--- src/rtl/imem_boot_loader.sv ---
// rtl/imem_boot_loader.sv - boot sequencer: streams host words into the byte-wide
// instruction RAM while the core is held in reset, then runs the core for a bounded time.
module imem_boot_loader #(
  parameter int ADDR_WIDTH    = 10,
  parameter int MAX_WORDS     = 256,
  parameter int RELEASE_DELAY = 2,
  parameter int RUN_WIDTH     = 16
) (
  input  logic                           clock,
  input  logic                           reset,
  input  logic                           start,
  input  logic [$clog2(MAX_WORDS+1)-1:0] word_count,
  input  logic [RUN_WIDTH-1:0]           run_limit,
  input  logic                           in_valid,
  input  logic [31:0]                    in_data,
  output logic                           in_ready,
  input  logic [ADDR_WIDTH-1:0]          fetch_addr,
  output logic                           ram_we,
  output logic [ADDR_WIDTH-1:0]          ram_addr,
  output logic [7:0]                     ram_wdata,
  output logic                           core_reset,
  output logic                           core_mem_en,
  output logic                           busy,
  output logic                           done,
  output logic                           load_error
);

  localparam int CW = $clog2(MAX_WORDS+1);
  localparam int HW = (RELEASE_DELAY > 1) ? $clog2(RELEASE_DELAY) : 1;
  localparam logic [HW-1:0]        HOLD_LAST = HW'(RELEASE_DELAY-1);
  localparam logic [CW-1:0]        MAX_CNT   = CW'(MAX_WORDS);
  localparam logic [RUN_WIDTH-1:0] RUN_MAX   = '1;

  localparam logic [2:0] IDLE  = 3'd0;
  localparam logic [2:0] WAIT  = 3'd1;
  localparam logic [2:0] WRITE = 3'd2;
  localparam logic [2:0] HOLD  = 3'd3;
  localparam logic [2:0] RUN   = 3'd4;
  localparam logic [2:0] HALT  = 3'd5;

  logic [2:0]            state;
  logic                  load_we;
  logic [ADDR_WIDTH-1:0] load_addr;
  logic [23:0]           shift_q;
  logic [1:0]            byte_idx;
  logic [CW-1:0]         word_idx;
  logic [CW-1:0]         count_q;
  logic [RUN_WIDTH-1:0]  limit_q;
  logic [HW-1:0]         hold_cnt;
  logic [RUN_WIDTH-1:0]  run_cnt;
  logic [RUN_WIDTH-1:0]  run_next;
  logic                  fetch_phase;

  assign run_next    = (run_cnt == RUN_MAX) ? run_cnt : run_cnt + RUN_WIDTH'(1);
  assign fetch_phase = (state == RUN) || (state == HALT);

  // Core fetch owns the RAM address port once the core has been released.
  assign ram_addr = fetch_phase ? fetch_addr : load_addr;
  assign ram_we   = load_we & ~fetch_phase;
  assign busy     = (state != IDLE) && (state != HALT);

  always_ff @(posedge clock or negedge reset) begin
    if (!reset) begin
      state       <= IDLE;
      in_ready    <= 1'b0;
      load_we     <= 1'b0;
      load_addr   <= '0;
      ram_wdata   <= 8'h00;
      shift_q     <= '0;
      byte_idx    <= 2'd0;
      word_idx    <= '0;
      count_q     <= '0;
      limit_q     <= '0;
      hold_cnt    <= '0;
      run_cnt     <= '0;
      core_reset  <= 1'b1;
      core_mem_en <= 1'b0;
      done        <= 1'b0;
      load_error  <= 1'b0;
    end else begin
      case (state)
        IDLE, HALT: begin
          if (start) begin
            if (word_count == '0 || word_count > MAX_CNT) begin
              load_error <= 1'b1;
            end else begin
              load_error  <= 1'b0;
              done        <= 1'b0;
              core_reset  <= 1'b1;
              core_mem_en <= 1'b0;
              count_q     <= word_count;
              limit_q     <= run_limit;
              word_idx    <= '0;
              load_addr   <= '0;
              in_ready    <= 1'b1;
              state       <= WAIT;
            end
          end
        end

        WAIT: begin
          if (in_valid && in_ready) begin
            in_ready  <= 1'b0;
            load_we   <= 1'b1;
            ram_wdata <= in_data[31:24];
            shift_q   <= in_data[23:0];
            byte_idx  <= 2'd0;
            state     <= WRITE;
          end
        end

        WRITE: begin
          // load_addr walks straight through to the next word's base address.
          load_addr <= load_addr + ADDR_WIDTH'(1);
          byte_idx  <= byte_idx + 2'd1;
          if (byte_idx == 2'd3) begin
            load_we  <= 1'b0;
            word_idx <= word_idx + CW'(1);
            if (word_idx + CW'(1) == count_q) begin
              hold_cnt <= '0;
              state    <= HOLD;
            end else begin
              in_ready <= 1'b1;
              state    <= WAIT;
            end
          end else begin
            ram_wdata <= shift_q[23:16];
            shift_q   <= {shift_q[15:0], 8'h00};
          end
        end

        HOLD: begin
          if (hold_cnt == HOLD_LAST) begin
            core_reset  <= 1'b0;
            core_mem_en <= 1'b1;
            run_cnt     <= '0;
            state       <= RUN;
          end else begin
            hold_cnt <= hold_cnt + HW'(1);
          end
        end

        RUN: begin
          run_cnt <= run_next;
          if (limit_q != '0 && run_next == limit_q) begin
            core_mem_en <= 1'b0;
            done        <= 1'b1;
            state       <= HALT;
          end
        end

        default: state <= IDLE;
      endcase
    end
  end

endmodule

--- config.mk ---
export PLATFORM = sky130hd
export DESIGN_NAME = imem_boot_loader
export DESIGN_NICKNAME = d
export VERILOG_FILES = /design/src/rtl/imem_boot_loader.sv
export SDC_FILE = /design/constraint.sdc
export NUM_CORES = 1
export LEC_CHECK = 0
export CAP_MARGIN = 20
export CORE_ASPECT_RATIO = 1.4
export CORE_MARGIN = 2
export CORE_UTILIZATION = 47
export CTS_CLUSTER_DIAMETER = 200
export DETAILED_ROUTE_END_ITERATION = 16
export DONT_BUFFER_PORTS = 1
export PLACE_DENSITY_LB_ADDON = 0.1
export SLEW_MARGIN = 20
export SYNTH_ARGS = -nofsm -noshare
export SYNTH_HDL_FRONTEND = slang
export SYNTH_SLANG_ARGS = --single-unit
--- constraint.sdc ---
create_clock -name clock -period 3.4 [get_ports clock]
set_input_delay 0.85 -clock clock [delete_from_list [all_inputs] [get_ports clock]]
set_output_delay 0.85 -clock clock [all_outputs]
set_load 0.1 [all_outputs]
==> flow_summary.toml <==
[outcome]
outcome = "finished clean"

[yosys]
ys_seq_area_frac = 0.452
synth_commonest_cells = "dfrtp_1, nand2_1, o21ai_0"
ys_async_sr_fraction = 1.00
synth_cells = 600
ys_warn_count = 0
synth_cell_type_count = 68
synth_top_cell_by_area = "dfrtp_1"
ys_seq_elements = 104
synth_top_area_share = 0.447
synth_ff_type = "dfrtp_1"
synthesis.nets = 675
netlist_area_um2 = 5770
synth_edf_count = 0
yosysMostFrequentCell = "dfrtp_1"
synth.area.top_cells = "dfrtp_1, o21ai_0, nand2_1"
avgSynthCellArea_um2 = 9.61

[grt]
grt-ovfl-total = 0
antenna_found_initial = 2
grt_start_max_net_pins = 105
grtUsageTotal = 0.211
grt_pass1_vias = 4468
grt_pass1_wl_um = 22500

[die]
fp.dieArea_um2 = 13200
start_util = 0.485
rows = 47
die_y_um = 135
core_um2 = 11900
chipWidth_um = 97.6
ioPinCount = 96

[place]
gp_congestion = 0.877
io_buffers = 0
dp.cells = 737
dp_hpwl_um = 9590
placed_area_um2 = 6000

[sta]
slew_violations = 0
layout_min_cycle_time_ns = 2.90
worst_pin_slew_ns = 0.985
hold_ws_ns = 0.189
skew_ns = 0.00565
maxSlewHeadroom = 0.344
post-route-period-util = 0.854
clock.fmax_ghz = 0.344
rsz0062_at_grt = "no"
setup_viol = 0
setup-tns-final_ns = 0
hold_viol = 0

[critical_path]
crit_type = "reg -> reg"
slowest_delay_ns = 0.58
worstSetupStartpointType = "flop"
reg2reg_depth = 8
r2r-end = "core_mem_en$_DFFE_PN0P_"
cp_slowest_cell = "nor4_1"
critPathRequiredTime_ns = 3.64
critPathMaxFanout = 7
reg2reg_setup_slack_ns = 0.50
cp_data_arrival_time_ns = 3.14
cp-end-kind = "flop"
reg2reg_from = "run_cnt[0]$_DFFE_PN0P_"
critical_path.cell_chain = "ha_1 > nand3_2 > nor4_1 > mux2i_1 > xor2_1 > nand4_1 > or4_1 > a31o_1"

[route]
avgRoutedWirePerCell_um = 17.9
drtIter0Drc = 196
route.vias.total = 4464
drt_wl_total_um = 13500
via_per_inst = 5.92
dr.pass1.iters = 4
route.detailed.drc = 0
ant_nets = 0

[power]
power_density_nw_per_um2 = 941
power_uw = 5950
leakage_uw = 0.00264
ir_drop_mv = 0.428

[cts]
clock_path_buffers = 2
cts_tree = "built"
post_cts_buffers = 0
htreeDepth = 3
cts_made_buffers = 9
cts_resized = 0
numClockSinks = 104
cts_root_buf = "clkbuf_16"
clk_pin_slew_ns = 0.07
insertion_delay_ns = 0.35
holdBufCountCts = 0

[final_layout]
fin_nets = 676
design_area_um2 = 6320
area_growth_pct = 9.68
drive_above_1_share = 0.127
fill_cells = 1113
stdcell_count = 754

[worst_hold_path]
hold_path_class = "in -> async"

[flow_run]
maxCapViolations = 0
where the power goes:
group          switching [µW]  internal (µW)  total [µW]
clock                     478            656        1130
combinational            1430            926        2350
sequential                820           1640        2460
total                    2720           3230        5950
metrics by stage:
step / worst slack, ns / utilization
CTS: 0.549 / 0.532
detailed placement: 0.494 / 0.505
floorplan: 0.330 / -
global route: 0.316 / 0.532
finish: 0.496 / 0.532
global placement: 0.590 / 0.505
state kept, by name, summed over array words and instances (netlist names), 2 cells and up:
register   cells
ram_wdata      8
word_idx       9
limit_q       16
byte_idx       2
count_q        9
shift_q       24
load_addr     10
run_cnt       16
state          3
kinds of logic (layout without fill, tap and decap cells):
logic type               count (synthesis)  in the layout  share of synthesized area
AO/OA/AOI/OAI                          141            141                      0.154
flip-flops                             104            104                      0.452
other                                    0              1                          0
multiplexers                            53             53                     0.0977
XOR/XNOR                                39             39                     0.0592
AND/OR/NAND/NOR                        214            214                      0.193
buffers and inverters                   45             51                     0.0356
adder cells (fa/ha/maj)                  4              4                    0.00868
layout make-up:
| type | instances | area [µm²] | share of cell area |
|---|---|---|---|
| well taps | 147 | 184 | 0.0291 |
| clock inverters | 5 | 88.8 | 0.0140 |
| diodes | 1 | 2.50 | 0.000396 |
| inverters | 8 | 30.0 | 0.00475 |
| clock buffers | 11 | 233 | 0.0368 |
| repair buffers | 27 | 203 | 0.0321 |
| flip-flops and latches | 104 | 2600 | 0.412 |
| multi-input cells | 451 | 2980 | 0.471 |
routing by layer:
metal	track usage	up-vias	part of all wire
met5	0	-	0
met4	0.0926	0	0.029
met3	0.0471	27	0.053
met2	0.360	118	0.50
met1	0.257	2159	0.42
li1	-	2160	-
critical path, delay by kind of cell (launching register included):
family | cells | cell delay (ns)
AOI/OAI and AO/OA | 1 | 0.23
xor gates and xnor gates | 1 | 0.16
adders and majority gates | 1 | 0.28
DFF | 1 | 0.46
muxes | 1 | 0.30
and+or+nand+nor | 4 | 1.37
cells in the final DEF (no fill, tap or decap), types with 17 or more instances in the layout:
cell type,Yosys,layout
dfrtp_1,103,103
nand2_1,85,85
o21ai_0,73,72
mux2i_1,27,27
buf_4,3,27
nor2_1,27,26
a21oi_1,24,23
xnor2_1,22,22
nand3_1,18,18
xor2_1,17,17
how the worst max path moves through the flow:
stage | start | endpoint | slack [ns] | cells past startpoint
2_1_floorplan | state[2]$_DFFE_PN0P_ | ram_addr[1] | 0.33 | 4
3_3_place_gp | word_count[1] | limit_q[6]$_DFFE_PN0P_ | 0.59 | 8
3_5_place_dp | word_count[1] | limit_q[2]$_DFFE_PN0P_ | 0.49 | 8
4_1_cts | run_cnt[0]$_DFFE_PN0P_ | core_mem_en$_DFFE_PN0P_ | 0.55 | 8
5_1_grt | run_cnt[0]$_DFFE_PN0P_ | core_mem_en$_DFFE_PN0P_ | 0.32 | 8
6_report | run_cnt[0]$_DFFE_PN0P_ | core_mem_en$_DFFE_PN0P_ | 0.50 | 8
(Power assumes the default switching activity.)
